### src/rtl/sdram_refresh_sched_pkg.sv
// Shared definitions for the SDRAM refresh scheduler: FSM states, SDRAM
// command encodings and the debug view exported by the top level.
package sdram_refresh_sched_pkg;

   typedef enum logic [3:0] {
      PWRUP    = 4'd0,
      PRECH    = 4'd1,
      WAIT_RP  = 4'd2,
      AREF     = 4'd3,
      WAIT_RFC = 4'd4,
      MRS      = 4'd5,
      WAIT_MRD = 4'd6,
      IDLE     = 4'd7,
      ACCESS   = 4'd8
   } state_t;

   // {RAS_n, CAS_n, WE_n}; chip selects are driven separately
   typedef struct packed {
      logic ras_n;
      logic cas_n;
      logic we_n;
   } cmd_t;

   localparam cmd_t CMD_NOP       = '{ras_n: 1'b1, cas_n: 1'b1, we_n: 1'b1};
   localparam cmd_t CMD_PRECHARGE = '{ras_n: 1'b0, cas_n: 1'b1, we_n: 1'b0};
   localparam cmd_t CMD_REFRESH   = '{ras_n: 1'b0, cas_n: 1'b0, we_n: 1'b1};
   localparam cmd_t CMD_MRS       = '{ras_n: 1'b0, cas_n: 1'b0, we_n: 1'b0};

   localparam int MA_AP_BIT = 10;

   typedef struct packed {
      state_t     state;
      logic [2:0] pending;
   } dbg_t;

endpackage

### src/rtl/sdram_refresh_sched_refresh_timer.sv
// Refresh interval timer with a saturating count of owed auto-refreshes.
module refresh_timer #(
   parameter int REF_INTERVAL = 195
) (
   input  logic       clk_i,
   input  logic       rst_i,
   input  logic       en_i,
   input  logic       aref_i,
   output logic [2:0] pending_o
);

   localparam int TW = (REF_INTERVAL > 2) ? $clog2(REF_INTERVAL) : 1;

   logic [TW-1:0] timer_q, timer_d;
   logic [2:0]    pending_q, pending_d;
   logic          wrap;

   assign wrap = en_i && (timer_q == TW'(REF_INTERVAL - 1));

   always_comb begin
      timer_d   = timer_q;
      pending_d = pending_q;
      if (en_i) begin
         timer_d = wrap ? '0 : timer_q + 1'b1;
      end
      // A wrap and an issued refresh in the same cycle cancel out
      case ({wrap, aref_i})
         2'b10: if (pending_q != 3'd7) pending_d = pending_q + 3'd1;
         2'b01: if (pending_q != 3'd0) pending_d = pending_q - 3'd1;
         default: pending_d = pending_q;
      endcase
   end

   always_ff @(posedge clk_i) begin
      if (rst_i) begin
         timer_q   <= '0;
         pending_q <= '0;
      end else begin
         timer_q   <= timer_d;
         pending_q <= pending_d;
      end
   end

   assign pending_o = pending_q;

endmodule

### src/rtl/sdram_refresh_sched.sv
// SDRAM power-up/init sequencer and auto-refresh scheduler that arbitrates
// the SDRAM pins between refresh and the Zorro III RAM access path.
module sdram_refresh_sched
   import sdram_refresh_sched_pkg::*;
#(
   parameter int          T_PWRUP      = 5000,
   parameter int          REF_INTERVAL = 195,
   parameter int          T_RP         = 2,
   parameter int          T_RFC        = 4,
   parameter int          T_MRD        = 2,
   parameter logic [12:0] MODE_REG     = 13'h020
) (
   input  logic        CLK,
   input  logic        RESET,
   input  logic        ram_cycle,
   output logic        access_grant,
   output logic        own_bus,
   output logic        init_done,
   output logic        CKE,
   output logic [1:0]  CS_n,
   output logic        RAS_n,
   output logic        CAS_n,
   output logic        WE_n,
   output logic [1:0]  BA,
   output logic [12:0] MA,
   output dbg_t        dbg_o
);

   localparam int CW = $clog2(T_PWRUP + T_RP + T_RFC + T_MRD + 1);

   state_t      state_q, state_d;
   logic [CW-1:0] cnt_q, cnt_d;
   logic [1:0]  aref_n_q, aref_n_d;
   logic        init_done_q, init_done_d;
   logic [2:0]  pending;
   logic        aref_post_init;

   logic        cke_q, cke_d;
   logic [1:0]  cs_n_q, cs_n_d;
   cmd_t        cmd_q, cmd_d;
   logic [1:0]  ba_q, ba_d;
   logic [12:0] ma_q, ma_d;
   logic        grant_q, grant_d;
   logic        own_q, own_d;

   assign aref_post_init = (state_q == AREF) && init_done_q;

   refresh_timer #(
      .REF_INTERVAL(REF_INTERVAL)
   ) u_refresh_timer (
      .clk_i    (CLK),
      .rst_i    (RESET),
      .en_i     (init_done_q),
      .aref_i   (aref_post_init),
      .pending_o(pending)
   );

   always_comb begin
      state_d     = state_q;
      aref_n_d    = aref_n_q;
      init_done_d = init_done_q;
      case (state_q)
         PWRUP:    if (cnt_q == CW'(T_PWRUP - 1)) state_d = PRECH;
         PRECH:    state_d = WAIT_RP;
         WAIT_RP:  if (cnt_q == CW'(T_RP - 1)) state_d = AREF;
         AREF: begin
            state_d = WAIT_RFC;
            if (!init_done_q) aref_n_d = aref_n_q + 2'd1;
         end
         // Init runs two refreshes back to back, then programs the mode register
         WAIT_RFC: if (cnt_q == CW'(T_RFC - 1)) begin
            if (init_done_q)            state_d = IDLE;
            else if (aref_n_q == 2'd2)  state_d = MRS;
            else                        state_d = AREF;
         end
         MRS:      state_d = WAIT_MRD;
         WAIT_MRD: if (cnt_q == CW'(T_MRD - 1)) begin
            state_d     = IDLE;
            init_done_d = 1'b1;
         end
         IDLE: begin
            if (pending != 3'd0) state_d = PRECH;
            else if (ram_cycle)  state_d = ACCESS;
         end
         ACCESS:   if (!ram_cycle) state_d = IDLE;
         default:  state_d = PWRUP;
      endcase

      cnt_d = cnt_q + 1'b1;
      if ((state_d != state_q) || (state_d == IDLE) || (state_d == ACCESS)) begin
         cnt_d = '0;
      end
   end

   // Pin values are decoded from the next state so they line up with state_q
   always_comb begin
      cmd_d   = CMD_NOP;
      ma_d    = '0;
      ba_d    = '0;
      cs_n_d  = 2'b00;
      cke_d   = (state_d != PWRUP);
      grant_d = (state_d == ACCESS);
      own_d   = (state_d != ACCESS);
      case (state_d)
         PRECH: begin
            cmd_d           = CMD_PRECHARGE;
            ma_d[MA_AP_BIT] = 1'b1;
         end
         AREF:    cmd_d = CMD_REFRESH;
         MRS: begin
            cmd_d = CMD_MRS;
            ma_d  = MODE_REG;
         end
         default: cmd_d = CMD_NOP;
      endcase
   end

   always_ff @(posedge CLK) begin
      if (RESET) begin
         state_q     <= PWRUP;
         cnt_q       <= '0;
         aref_n_q    <= '0;
         init_done_q <= 1'b0;
         cke_q       <= 1'b0;
         cs_n_q      <= 2'b11;
         cmd_q       <= CMD_NOP;
         ba_q        <= '0;
         ma_q        <= '0;
         grant_q     <= 1'b0;
         own_q       <= 1'b1;
      end else begin
         state_q     <= state_d;
         cnt_q       <= cnt_d;
         aref_n_q    <= aref_n_d;
         init_done_q <= init_done_d;
         cke_q       <= cke_d;
         cs_n_q      <= cs_n_d;
         cmd_q       <= cmd_d;
         ba_q        <= ba_d;
         ma_q        <= ma_d;
         grant_q     <= grant_d;
         own_q       <= own_d;
      end
   end

   assign access_grant  = grant_q;
   assign own_bus       = own_q;
   assign init_done     = init_done_q;
   assign CKE           = cke_q;
   assign CS_n          = cs_n_q;
   assign RAS_n         = cmd_q.ras_n;
   assign CAS_n         = cmd_q.cas_n;
   assign WE_n          = cmd_q.we_n;
   assign BA            = ba_q;
   assign MA            = ma_q;
   assign dbg_o.state   = state_q;
   assign dbg_o.pending = pending;

endmodule

### config.mk
export PLATFORM = sky130hd
export DESIGN_NAME = sdram_refresh_sched
export DESIGN_NICKNAME = d
export VERILOG_FILES = /design/src/rtl/sdram_refresh_sched_pkg.sv /design/src/rtl/sdram_refresh_sched_refresh_timer.sv /design/src/rtl/sdram_refresh_sched.sv
export SDC_FILE = /design/constraint.sdc
export NUM_CORES = 1
export LEC_CHECK = 0
export BUFFER_PORTS_ARGS = -buffer_cell sky130_fd_sc_hd__buf_2
export CAP_MARGIN = 5
export CORE_AREA = 2 2 75 69
export CTS_BUF_LIST = sky130_fd_sc_hd__clkbuf_8
export DETAILED_ROUTE_END_ITERATION = 6
export DIE_AREA = 0 0 77 71
export MAX_ROUTING_LAYER = met4
export PLACE_DENSITY = 0.67
export REMOVE_ABC_BUFFERS = 1
export SETUP_SLACK_MARGIN = 0.3
export SYNTH_ARGS = -nofsm -noshare
export SYNTH_HDL_FRONTEND = slang
export SYNTH_SLANG_ARGS = --single-unit
### constraint.sdc
create_clock -name CLK -period 2.2 [get_ports CLK]
set_input_delay 0.11 -clock CLK [delete_from_list [all_inputs] [get_ports CLK]]
set_output_delay 0.11 -clock CLK [all_outputs]
set_load 0.01 [all_outputs]
Word level (Yosys, flattened, before mapping)
Cells that the tools add are included.
- register bits after elaboration: 52
- output and inout bits: 31
- add/sub/neg operators: 5
- equality and inequality tests: 25
- muxes and demuxes: 18
- bitwise operators: 1
- reduce and logical (&&, ||, !) cells: 12
- operators by type and width (kind ; number):
    $pmux W4 S9 ; 1
    $mux W4 ; 7
    $eq A4 B3 Y1 const B ; 6
    $add A13 B1 Y13 const B ; 1
    $eq A13 B1 Y1 const B ; 1
    $eq A13 B13 Y1 const B ; 1
    $eq A13 B2 Y1 const B ; 1
    $eq A4 B2 Y1 const B ; 3
    $mux W3 ; 4
    $pmux W3 S3 ; 1
    $add A8 B1 Y8 const B ; 1
    $eq A4 B1 Y1 const B ; 2
    $eq A4 B4 Y1 const B ; 2
    $eq A8 B8 Y1 const B ; 1
    $mux W8 ; 1
    $mux W6 ; 1
    $pmux W3 S2 ; 1
    $eq A2 B2 Y1 const B ; 2
    $logic_not A4 Y1 ; 1
    $ne A4 B4 Y1 ; 1
    $ne A4 B4 Y1 const B ; 1
    $reduce_and A2 Y1 ; 2
    $reduce_bool A4 Y1 ; 1
    $add A3 B1 Y3 const B ; 1
    15 further kinds ; 17

Longest topological paths before layout
Gate-level depths: netlist of run 1.
- depth after elaboration: 9
- gate-level depth with buffers: 8

Modules after synthesis
From an unflattened synthesis of run 1, not the netlist that was laid out.
- cell total of the unflattened synthesis: 241
- area, all modules: 2193.4 um^2
- by module, submodules not included (module ; times used ; cells an instance ; area an instance (um^2) ; sequential area each (um^2)):
    sdram_refresh_sched ; 1 ; 172 ; 1546.5 ; 580.6
    refresh_timer ; 1 ; 69 ; 646.9 ; 220.2

Worst setup path before layout of run 1
OpenSTA, ideal clock, no wires.
- path type: register to register
- from: register state_q[0]
- to: register u_refresh_timer.pending_q[2], in the netlist u_refresh_timer.pending_o[2]
- library setup time: 0.071 ns
- arrival time: 2.235 ns
- required time: 2.129 ns
- slack: -0.106 ns
- stages on the path, launching flop included: 8
- clock period less this slack: 2.306 ns
- path through: dfxtp_1 buf_2 nor4bb_1 o211ai_1 fa_1 xnor2_1 or3_1 a21oi_1
- longest elaborated chain between the ends: 5
- elaborated cells on any way between the ends: 9
- those cells by class: 5 x eq/ne; 1 x mux; 3 x reduce/logical
- ends and longest elaborated chain (item ; line ; text):
    start: declaration ; sdram_refresh_sched.sv:31 ; state_t state_q, state_d;
    start signal: assignment ; sdram_refresh_sched.sv:132 ; state_q <= state_d;
    $eq A4 B2 Y1 (*) ; sdram_refresh_sched.sv:46 ; assign aref_post_init = (state_q == AREF) && init_done_q;
    $logic_and A1 B1 Y1 (*) ; sdram_refresh_sched.sv:46 ;
    $eq A2 B2 Y1 / $eq A2 B1 Y1 (equally long branches) ; sdram_refresh_sched_refresh_timer.sv:27 ; case ({wrap, aref_i})
    $ne A2 B1 Y1 (no line) (tied with other cells) ; - ;
    $reduce_and A3 Y1 (no line) ; - ;
    end signal: assignment ; sdram_refresh_sched_refresh_timer.sv:40 ; pending_q <= pending_d;
    end: declaration ; sdram_refresh_sched_refresh_timer.sv:15 ; logic [2:0] pending_q, pending_d;
Mark *: on every way between the ends. The rest lies on a longest branch, timed or not.
A chain may end at the register's enable or synchronous reset.

Worst setup path in the final report of run 1
- from: register cnt_q[1]
- to: register ma_q[10], in the netlist MA[10]
- longest elaborated chain between the ends: 5
- elaborated cells on any way between the ends: 10
- those cells by class: 4 x eq/ne; 6 x mux
- ends and longest elaborated chain (item ; line ; text):
    start: declaration ; sdram_refresh_sched.sv:32 ; logic [CW-1:0] cnt_q, cnt_d;
    start signal: assignment ; sdram_refresh_sched.sv:133 ; cnt_q <= cnt_d;
    $eq A13 B1 Y1 (tied with other cells) ; sdram_refresh_sched.sv:65, sdram_refresh_sched.sv:77 ;
    $mux W4, on equally long branches ; - ;
    $pmux W4 S9 (*) ; sdram_refresh_sched.sv:62 ; case (state_q)
    $eq A4 B1 Y1 (*) ; sdram_refresh_sched.sv:104 ; case (state_d)
    $mux W1 (*) ; sdram_refresh_sched.sv:104 ;
    end signal: assignment ; sdram_refresh_sched.sv:140 ; ma_q <= ma_d;
    end: declaration ; sdram_refresh_sched.sv:42 ; logic [12:0] ma_q, ma_d;
Marked as above.

==> impl_metrics.env, run 1 <==
export IMPL_reg2reg_from="cnt_q[1]"
export IMPL_cp_depth=7
export IMPL_final_antenna_net_count=0
export IMPL_num_nets_final=290
export IMPL_synthToLayoutAreaGrowth_pct=34.4
export IMPL_htree_num_levels=2
export IMPL_post_place_cells=327
export IMPL_async_flop_share_pct=0
export IMPL_cp_max_fo=6
export IMPL_reg2reg_depth=7
export IMPL_routedWlPerCell_um=13.2
export IMPL_grt_pass1_vias=1694
export IMPL_initial_utilization_pct=43.0
export IMPL_min_period_ps=2140
export IMPL_die_width_um=77
export IMPL_fin_worst_skew_ps=3.24
export IMPL_drtPass1Iterations=4
export IMPL_cts_clk_slew_worst_paths_ps=70
export IMPL_p_leak_nw=1.12
export IMPL_antenna_cells=0
export IMPL_crit_chain="ha_4 -> or4b_1 -> or4_4 -> a211oi_4 -> buf_4 -> nand2_2 -> nor2_1"
export IMPL_cpMaxStageDelayCell="or4_4"
export IMPL_cts_sinks=40
export IMPL_status="completed"
export IMPL_rr_endpoint="MA[10]"
export IMPL_required_ps=2430
export IMPL_core_um2=4740
export IMPL_synth_edf_count=0
export IMPL_worstSetupPathType="register to register"
export IMPL_synth_flop_cell="dfxtp_1"
export IMPL_dr_total_vias=1734
export IMPL_row_count=24
export IMPL_fin_crit_sh_pct=97.1
export IMPL_grt_max_degree=19
export IMPL_synth_adder_area_share_pct=4.04
export IMPL_die_area_um2=5470
export IMPL_post_route_drc_count=0
export IMPL_vias_per_cell=5.01
export IMPL_maxCapViolCount=0
export IMPL_synthSimpleGateAreaFrac_pct=28.4
export IMPL_synth_distinct_cells=53
export IMPL_cts_root_buf="clkbuf_8"
export IMPL_ys_ff_latch=40
export IMPL_synth_top_family_by_area="simple AND/OR/NAND/NOR gates"
export IMPL_synth_compound_area_share_pct=10.0
export IMPL_netlist_top_cells_area="dfxtp_1, nor2_1, buf_4, xor2_1, xnor2_1"
export IMPL_cpPeakStageDelay_ps=530
export IMPL_dp_slack_ps=-35.2
export IMPL_hold_viol=0
export IMPL_worst_pin_slew_ps=493
export IMPL_synth_top_area_share_pct=39.2
export IMPL_antenna_found_initial=0
export IMPL_cp_start_kind="register"
export IMPL_p_per_area_nw_per_um2=551
export IMPL_port_buffers=20
export IMPL_grt_ovfl_total=0
export IMPL_worstSkewPairLatency_ps=290
export IMPL_maxSlewViolCount=0
export IMPL_clockBufferDepth=2
export IMPL_gp_congestion=0.841
export IMPL_fin_ws_ps=63.0
export IMPL_cp_top_family="simple AND/OR/NAND/NOR gates"
export IMPL_relSlewSlack_pct=66.9
export IMPL_yosys_area_top_type="dfxtp_1"
export IMPL_final_cells=346
export IMPL_syn_avg_cell_area_um2=9.16
export IMPL_totalWireLength_um=4580
export IMPL_hold_buffers=0
export IMPL_peakVddDrop_mv=0.342
export IMPL_die_height_um=71
export IMPL_final_core_util_pct=57.9
export IMPL_netlist_instances=223
export IMPL_synth_mux_area_share_pct=0.980
export IMPL_cts_tree="done"
export IMPL_rsz0062_at_grt="yes"
export IMPL_startpoint="cnt_q[1]"
export IMPL_syn_cell_area_um2=2040
export IMPL_path_buf_inv=1
export IMPL_arrival_ps=2370
export IMPL_grtUsageTotal_pct=17.8
export IMPL_fin_area_um2=2750
export IMPL_p_total_mw=1.51
export IMPL_yosys_warnings=0
export IMPL_yosysSeqAreaShare_pct=39.2
export IMPL_synth_xor_xnor_area_share_pct=8.58
export IMPL_post_dp_cell_area_um2=2340
export IMPL_first_iter_violations=115
export IMPL_hold_path_class="primary input to register"
export IMPL_r2r_slack_ps=60
export IMPL_grt_pass1_wl_um=7520
export IMPL_max_freq_mhz=468
export IMPL_timing_critical_path_to="MA[10]"
export IMPL_pin_count=34
export IMPL_cts_buffers=5
export IMPL_cp_end_kind="register"
export IMPL_finalSetupViolations=0
export IMPL_hpwl_um=2930
export IMPL_drive_above_1_share_pct=41.3
[Yosys cell counts (2+ instances only)]
cell type / number
or2_2: 2
buf_2: 4
nor4bb_1: 2
a31oi_1: 3
nor2b_1: 2
dfxtp_1: 40
xnor2_1: 9
and3_1: 4
or4b_2: 2
nand3_1: 5
clkbuf_1: 3
nor2_1: 30
buf_4: 14
or3_1: 2
or4_4: 2
nor2_2: 10
inv_1: 7
nor3_1: 4
a211oi_1: 5
nand2b_1: 3
a21oi_1: 2
nand4_1: 4
or4_1: 4
ha_1: 5
xor2_1: 11
nand2_1: 12
or4bb_1: 2
o21ai_0: 3
mux2i_1: 2
a211oi_4: 2
[cell usage in the layout, fill, tap and decap left out, drive strengths merged, types with 2 or more instances in the layout]
master,synthesis,final
a211oi,7,7
a21oi,2,2
a31oi,3,3
and3,4,4
buf,19,60
bufinv,0,2
clkbuf,3,5
conb,1,13
dfxtp,40,40
ha,5,5
inv,7,7
mux2i,2,2
nand2,12,12
nand2b,3,3
nand3,5,5
nand4,4,4
nor2,40,40
nor2b,2,2
nor3,4,4
nor4b,2,2
nor4bb,2,2
o21ai,3,3
or2,2,2
or3,2,2
or4,6,6
or4b,4,5
or4bb,2,2
xnor2,9,9
xor2,11,11
[worst min path at each step]
stage / start / to / cells past startpoint
finish: RESET / CS_n[0] / 1
CTS: RESET / CS_n[0] / 1
floorplan: RESET / CS_n[0] / 0
global route: RESET / CS_n[0] / 1
detailed placement: RESET / CS_n[0] / 1
global placement: RESET / CS_n[0] / 1
[state kept, by name, indices dropped and copies added, names as in the netlist]
signal,flops
CKE,1
MA,2
CAS_n,1
access_grant,1
u_refresh_timer.timer_q,8
u_refresh_timer.pending_o,3
state_q,4
WE_n,1
RAS_n,1
init_done,1
own_bus,1
aref_n_q,2
CS_n,1
cnt_q,13
[report_power, final]
group          switching, mW  internal (mW)  leakage [nW]
sequential           0.00508          0.728         0.327
clock                  0.249          0.446        0.0642
combinational         0.0501         0.0337         0.728
total                  0.304           1.21          1.12
[kinds of logic (layout without fill, tap and decap cells)]
logic type | Yosys count | count (layout)
xor gates and xnor gates | 20 | 20
DFF | 40 | 40
muxes | 2 | 2
buffers and inverters | 29 | 74
and+or+nand+nor | 100 | 101
AOI/OAI and AO/OA | 25 | 25
adders and majority gates | 6 | 6
other | 1 | 13
[cell type report]
| class | count | area, um2 |
|---|---|---|
| Multi-Input combinational cell | 167 | 1290 |
| Clock inverter | 2 | 60.1 |
| Tap cell | 65 | 81.3 |
| Clock buffer | 5 | 68.8 |
| Inverter | 7 | 26.3 |
| Fill cell | 411 | 2000 |
| Timing Repair Buffer | 60 | 404 |
| Sequential cell | 40 | 815 |
[stage by stage]
stage | hold WS [ps] | TNS, ps
final | 128 | 0
after global placement | 428 | 0
after detailed placement | 436 | -58.9
after floorplan | 138 | -835
after global routing | 150 | -97.0
after CTS | 126 | 0
[metal layers]
metal	track usage, %	share of wire (%)	vias up
met1	21.3	45	820
met5	-	0	-
met4	8.73	1.5	0
met3	3.19	3.5	8
met2	29.1	50	42
li1	-	-	864
[worst reg2reg max path: cells and delay by family, from the launching register on]
family / cells / cell delay (ps)
AO/OA/AOI/OAI: 1 / 350
adder cells (fa/ha/maj): 1 / 130
buffers and inverters: 1 / 180
flip-flops: 1 / 360
AND/OR/NAND/NOR: 4 / 1070
[repair_timing]
action | 4_1_cts | 5_1_grt
pin swaps | 27 | 7
gates cloned | 1 | 0
setup endpoints to repair | 24 | 26
setup buffers | 9 | 2
gates resized for setup | 25 | 16
(Power assumes the default switching activity.)
==> run 2: changes to the inputs <==
--- a/config.mk
+++ b/config.mk
@@ -7,12 +7,13 @@
 export LEC_CHECK = 0
 export BUFFER_PORTS_ARGS = -buffer_cell sky130_fd_sc_hd__buf_2
 export CAP_MARGIN = 5
-export CORE_AREA = 2 2 75 69
+export CORE_AREA = 2 2 76 71
 export CTS_BUF_LIST = sky130_fd_sc_hd__clkbuf_8
+export CTS_CLUSTER_DIAMETER = 120
 export DETAILED_ROUTE_END_ITERATION = 6
-export DIE_AREA = 0 0 77 71
+export DIE_AREA = 0 0 78 73
+export GPL_TIMING_DRIVEN = 0
 export MAX_ROUTING_LAYER = met4
-export PLACE_DENSITY = 0.67
 export REMOVE_ABC_BUFFERS = 1
 export SETUP_SLACK_MARGIN = 0.3
 export SYNTH_ARGS = -nofsm -noshare
==> run 2 against run 1 <==
Compared with the run above:
- global-route usage down 2.4 points
- critical path depth up 1
- final area down 4.7%
- die area up 4.2%
- sequential share of layout area up 2.4 points
- combinational power down 10%
- via count down 2.1%
- wire length down 1.8%
- critical path type unchanged
==> impl_metrics.env, run 2 (synthesized netlist as in run 1, its figures left out) <==
export IMPL_status="completed"
export IMPL_cts_root_buf="clkbuf_8"
export IMPL_cpPeakStageDelay_ps=540
export IMPL_num_nets_final=273
export IMPL_required_ps=2380
export IMPL_port_buffers=20
export IMPL_drive_above_1_share_pct=37.7
export IMPL_vias_per_cell=5.11
export IMPL_rsz0062_at_grt="yes"
export IMPL_grt_pass1_wl_um=6800
export IMPL_row_count=25
export IMPL_post_route_drc_count=0
export IMPL_reg2reg_from="aref_n_q[0]"
export IMPL_hold_path_cell_count=1
export IMPL_setup_tns_final_ps=0
export IMPL_top_layer="met4"
export IMPL_final_cells=332
export IMPL_gp_congestion=0.754
export IMPL_wl_met2_um=2180
export IMPL_hold_path_end="CS_n[0]"
export IMPL_r2r_slack_ps=30
export IMPL_final_antenna_net_count=0
export IMPL_reg_largest_list="cnt_q x13, u_refresh_timer.timer_q x8, state_q x4"
export IMPL_pin_count=34
export IMPL_htree_num_levels=2
export IMPL_met3_length_um=207
export IMPL_dp_slack_ps=-311
export IMPL_p_leak_nw=1.04
export IMPL_top_register="cnt_q"
export IMPL_finalSetupViolations=0
export IMPL_cpMaxStageDelayCell="or4_4"
export IMPL_die_width_um=78
export IMPL_hold_viol=0
export IMPL_die_height_um=73
export IMPL_cp_end_kind="register"
export IMPL_final_common_cell="nor2_1"
export IMPL_worstSkewPairLatency_ps=290
export IMPL_initial_utilization_pct=40.8
export IMPL_synthToLayoutAreaGrowth_pct=28.1
export IMPL_first_iter_violations=69
export IMPL_max_freq_mhz=461
export IMPL_hold_path_class="primary input to register"
export IMPL_maxSlewViolCount=0
export IMPL_met1_length_um=2010
export IMPL_grtUsageTotal_pct=15.4
export IMPL_post_place_cells=300
export IMPL_p_per_area_nw_per_um2=495
export IMPL_worstSetupPathType="register to register"
export IMPL_cts_sinks=40
export IMPL_hold_buffers=0
export IMPL_hpwl_um=2440
export IMPL_dr_total_vias=1698
export IMPL_die_area_um2=5690
export IMPL_drtPass1Iterations=4
export IMPL_fillerInstances=449
export IMPL_min_period_ps=2170
export IMPL_cp_max_fo=2
export IMPL_clockBufferDepth=2
export IMPL_fin_worst_skew_ps=4.14
export IMPL_reg2reg_depth=8
export IMPL_cts_tree="done"
export IMPL_routedWlPerCell_um=13.5
export IMPL_grt_ovfl_total=0
export IMPL_cts_clk_slew_worst_paths_ps=70
export IMPL_final_core_util_pct=52.3
export IMPL_arrival_ps=2350
export IMPL_antenna_found_initial=0
export IMPL_grt_max_degree=19
export IMPL_peakVddDrop_mv=0.199
export IMPL_fin_crit_sh_pct=98.7
export IMPL_core_um2=5000
export IMPL_cts_buffers=5
export IMPL_antenna_cells=0
export IMPL_cp_start_kind="register"
export IMPL_rr_endpoint="CAS_n"
export IMPL_totalWireLength_um=4500
export IMPL_grt_pass1_vias=1449
export IMPL_fin_ws_ps=29.1
export IMPL_final_cell_mix="nor2_1, dfxtp_1, buf_2, buf_4, conb_1"
export IMPL_maxCapViolCount=0
export IMPL_largest_reg_flops=13
export IMPL_hp_start="RESET"
export IMPL_fin_area_um2=2620
export IMPL_post_dp_cell_area_um2=2120
export IMPL_crit_chain="inv_2 -> ha_4 -> or4_1 -> or4_4 -> a211oi_4 -> buf_4 -> xor2_1 -> nand2_1"
-- run 2: layer usage --
| metal | vias up | GRT usage (%) |
|---|---|---|
| met4 | 0 | 7.21 |
| li1 | 831 | - |
| met2 | 45 | 22.8 |
| met1 | 814 | 19.7 |
| met5 | - | - |
| met3 | 8 | 4.08 |
-- run 2: what timing repair did --
item	in CTS	in global routing
setup buffers	11	12
cloned	1	0
setup endpoints to repair	23	23
pin swaps	22	5
resized for setup	38	18
-- run 2: report_power, final --
| group | total [mW] | switching (mW) | internal [mW] |
|---|---|---|---|
| Combinational | 0.0751 | 0.0450 | 0.0301 |
| Sequential | 0.733 | 0.0103 | 0.723 |
| Clock | 0.486 | 0.240 | 0.246 |
-- run 2: cell type report --
type | count | area, um2 | share of cell area [%]
multi-input cells | 167 | 1290 | 49.3
flip-flops and latches | 40 | 838 | 32.1
repair buffers | 43 | 288 | 11.0
well taps | 67 | 83.8 | 3.21
clock buffers | 6 | 82.6 | 3.16
inverters | 7 | 26.3 | 1.00
clock inverters | 2 | 7.51 | 0.287
-- run 2: worst max path at each step --
stage	endpoint	from	cells after the start
floorplan	cnt_q[7]	cnt_q[0]	6
global placement	u_refresh_timer.pending_o[2]	state_q[0]	6
detailed placement	u_refresh_timer.pending_o[2]	state_q[0]	6
CTS	CAS_n	aref_n_q[0]	7
global route	CAS_n	aref_n_q[0]	8
finish	CAS_n	aref_n_q[0]	8
-- run 2: worst max-delay path: cells and delay by family, from the launching register on --
family / cells / cell delay [ps]
AND/OR/NAND/NOR: 3 / 990
XOR/XNOR: 1 / 140
flip-flops: 1 / 330
AO/OA/AOI/OAI: 1 / 250
buffers and inverters: 2 / 200
adder cells (fa/ha/maj): 1 / 150
-- run 2: through the flow --
step	power [mW]	hold slack (ps)
floorplan	0.791	138
global placement	0.807	433
detailed placement	0.807	432
CTS	1.29	124
global route	1.35	144
finish	1.29	136
==> run 3: changes to the inputs <==
--- a/config.mk
+++ b/config.mk
@@ -7,13 +7,14 @@
 export LEC_CHECK = 0
 export BUFFER_PORTS_ARGS = -buffer_cell sky130_fd_sc_hd__buf_2
 export CAP_MARGIN = 5
-export CORE_AREA = 2 2 76 71
+export CORE_AREA = 2 2 72 74
 export CTS_BUF_LIST = sky130_fd_sc_hd__clkbuf_8
 export CTS_CLUSTER_DIAMETER = 120
 export DETAILED_ROUTE_END_ITERATION = 6
-export DIE_AREA = 0 0 78 73
+export DIE_AREA = 0 0 74 76
 export GPL_TIMING_DRIVEN = 0
 export MAX_ROUTING_LAYER = met4
+export PLACE_DENSITY = 0.65
 export REMOVE_ABC_BUFFERS = 1
 export SETUP_SLACK_MARGIN = 0.3
 export SYNTH_ARGS = -nofsm -noshare
==> run 3 against run 2 <==
Compared with the run above:
- largest power group unchanged
- largest cell class unchanged
- die area down 1.2%
- first-iteration DRC count up 5.8%
- worst hold slack better by 3.3 ps
==> impl_metrics.env, run 3 (synthesized netlist as in run 1, its figures left out) <==
export IMPL_p_per_area_nw_per_um2=502
export IMPL_worstSkewPairLatency_ps=290
export IMPL_finalSetupViolations=0
export IMPL_reg2reg_from="cnt_q[5]"
export IMPL_synthToLayoutAreaGrowth_pct=27.1
export IMPL_cpPeakStageDelay_ps=570
export IMPL_crit_top_cell="or4_4"
export IMPL_arrival_ps=2370
export IMPL_p_switching_mw=0.303
export IMPL_routedWlPerCell_um=12.7
export IMPL_p_leak_nw=1.02
export IMPL_final_common_cell="dfxtp_1"
export IMPL_final_antenna_net_count=0
export IMPL_cts_tree="done"
export IMPL_crit_chain="or4_4 -> or4_4 -> a211oi_4 -> xor2_1 -> nand2_1"
export IMPL_totalWireLength_um=4210
export IMPL_vias_per_cell=5.01
export IMPL_grt_pass1_vias=1478
export IMPL_status="completed"
export IMPL_dr_total_vias=1662
export IMPL_hold_viol=0
export IMPL_startpoint="cnt_q[5]"
export IMPL_fin_worst_skew_ps=6.02
export IMPL_required_ps=2390
export IMPL_switching_share_pct=23.3
export IMPL_clockBufferDepth=2
export IMPL_hpwl_um=2450
export IMPL_seqPwrFrac_pct=56.2
export IMPL_cp_depth=5
export IMPL_cp_start_kind="register"
export IMPL_die_height_um=76
export IMPL_num_nets_final=270
export IMPL_setup_tns_final_ps=0
export IMPL_pin_count=34
export IMPL_initial_utilization_pct=41.6
export IMPL_row_count=26
export IMPL_grt_max_degree=19
export IMPL_clkPwrFrac_pct=38.4
export IMPL_drtPass1Iterations=4
export IMPL_antenna_found_initial=0
export IMPL_maxSlewViolCount=0
export IMPL_hold_path_class="primary input to register"
export IMPL_cts_clk_slew_worst_paths_ps=80
export IMPL_top_register="cnt_q"
export IMPL_peakVddDrop_mv=0.232
export IMPL_gp_congestion=0.782
export IMPL_cpMaxStageDelayCell="or4_4"
export IMPL_grt_pass1_wl_um=6720
export IMPL_maxCapViolCount=0
export IMPL_p_int_mw=0.999
export IMPL_cts_sinks=40
export IMPL_final_cells=332
export IMPL_combinationalPowerShare_pct=5.4
export IMPL_cp_max_fo=6
export IMPL_grt_ovfl_total=0
export IMPL_fin_crit_sh_pct=99.0
export IMPL_reg2reg_depth=5
export IMPL_timing_hold_ws_ps=139
export IMPL_post_route_drc_count=0
export IMPL_core_um2=4910
export IMPL_cp_top_family="simple AND/OR/NAND/NOR gates"
export IMPL_worstSetupPathType="register to register"
export IMPL_drive_above_1_share_pct=38.9
export IMPL_cts_buffers=5
export IMPL_max_freq_mhz=459
export IMPL_first_iter_violations=73
export IMPL_htree_num_levels=2
export IMPL_cp_end_kind="register"
export IMPL_die_width_um=74
export IMPL_final_cell_mix="dfxtp_1, nor2_1, buf_2, buf_4, conb_1"
export IMPL_port_buffers=20
export IMPL_largest_reg_flops=13
export IMPL_rr_endpoint="CAS_n"
export IMPL_r2r_slack_ps=20
export IMPL_path_buf_inv=0
export IMPL_cts_root_buf="clkbuf_8"
export IMPL_hold_buffers=0
export IMPL_post_place_cells=303
export IMPL_die_area_um2=5620
export IMPL_timing_critical_path_to="CAS_n"
export IMPL_rsz0062_at_grt="yes"
export IMPL_min_period_ps=2180
export IMPL_antenna_cells=0
export IMPL_grtUsageTotal_pct=15.6
export IMPL_reg_largest_list="cnt_q x13, u_refresh_timer.timer_q x8, state_q x4"
-- run 3: cell types whose count changed in the layout (fill, tap and decap cells not counted), moves of 2 or more --
cell | previous run | this run
buf_6 | 4 | 2
clkinv_2 | 0 | 2
dfxtp_1 | 26 | 28
inv_1 | 8 | 5
nor2_1 | 29 | 27
nor2_2 | 10 | 12
-- run 3: worst min path at each step --
| stage | start | end | slack (ps) | cells past startpoint |
|---|---|---|---|---|
| CTS | RESET | CS_n[0] | 110 | 1 |
| global route | RESET | CS_n[0] | 140 | 1 |
| global placement | RESET | CS_n[0] | 430 | 1 |
| finish | RESET | CS_n[0] | 140 | 1 |
| floorplan | RESET | CS_n[0] | 140 | 0 |
| detailed placement | RESET | CS_n[0] | 430 | 1 |
-- run 3: cell type report --
cell class,count,area (um2)
clock buffer,6,82.6
clock inverter,2,10.0
fill,448,2320
inverter,7,26.3
multi-input combinational,167,1300
sequential,40,833
tap,70,87.6
timing repair buffer,40,258
-- run 3: through the flow --
stage | util [%] | total power, mW | setup WS, ps | instance area, um2
5_1_grt | 52.9 | 1.35 | -56.9 | 2600
6_report | 52.9 | 1.30 | 23.1 | 2600
4_1_cts | 49.8 | 1.31 | 43.7 | 2450
2_1_floorplan | - | 0.791 | -80.4 | 1940
3_3_place_gp | 43.3 | 0.807 | -364 | 2130
3_5_place_dp | 43.3 | 0.807 | -378 | 2130
-- run 3: power by group through the flow --
stage | Clock [mW] | Combinational [mW] | Sequential (mW)
6_report | 0.500 | 0.0703 | 0.732
5_1_grt | 0.540 | 0.0778 | 0.733
4_1_cts | 0.506 | 0.0643 | 0.735
3_5_place_dp | 0 | 0.0532 | 0.754
3_3_place_gp | 0 | 0.0532 | 0.754
2_1_floorplan | 0 | 0.0374 | 0.753
-- run 3: per-layer routing --
metal	global-route usage [%]	wire, um	up-vias
met2	23.0	2070	37
met5	-	0	-
met1	19.7	1900	796
met3	4.63	159	7
met4	6.55	71	0
li1	-	-	822
-- run 3: timing repair --
item,CTS,global route
endpoints found under the setup margin,25,23
gates resized for setup,40,15
setup buffers,9,11
cloned,1,0
pin swaps,27,6
-- run 3: worst reg2reg max path, delay by kind of cell, from the launching register on --
| kind | cells | cell delay, ps |
|---|---|---|
| simple gates | 3 | 1180 |
| xor+xnor | 1 | 180 |
| compound gates | 1 | 360 |
| flops | 1 | 350 |
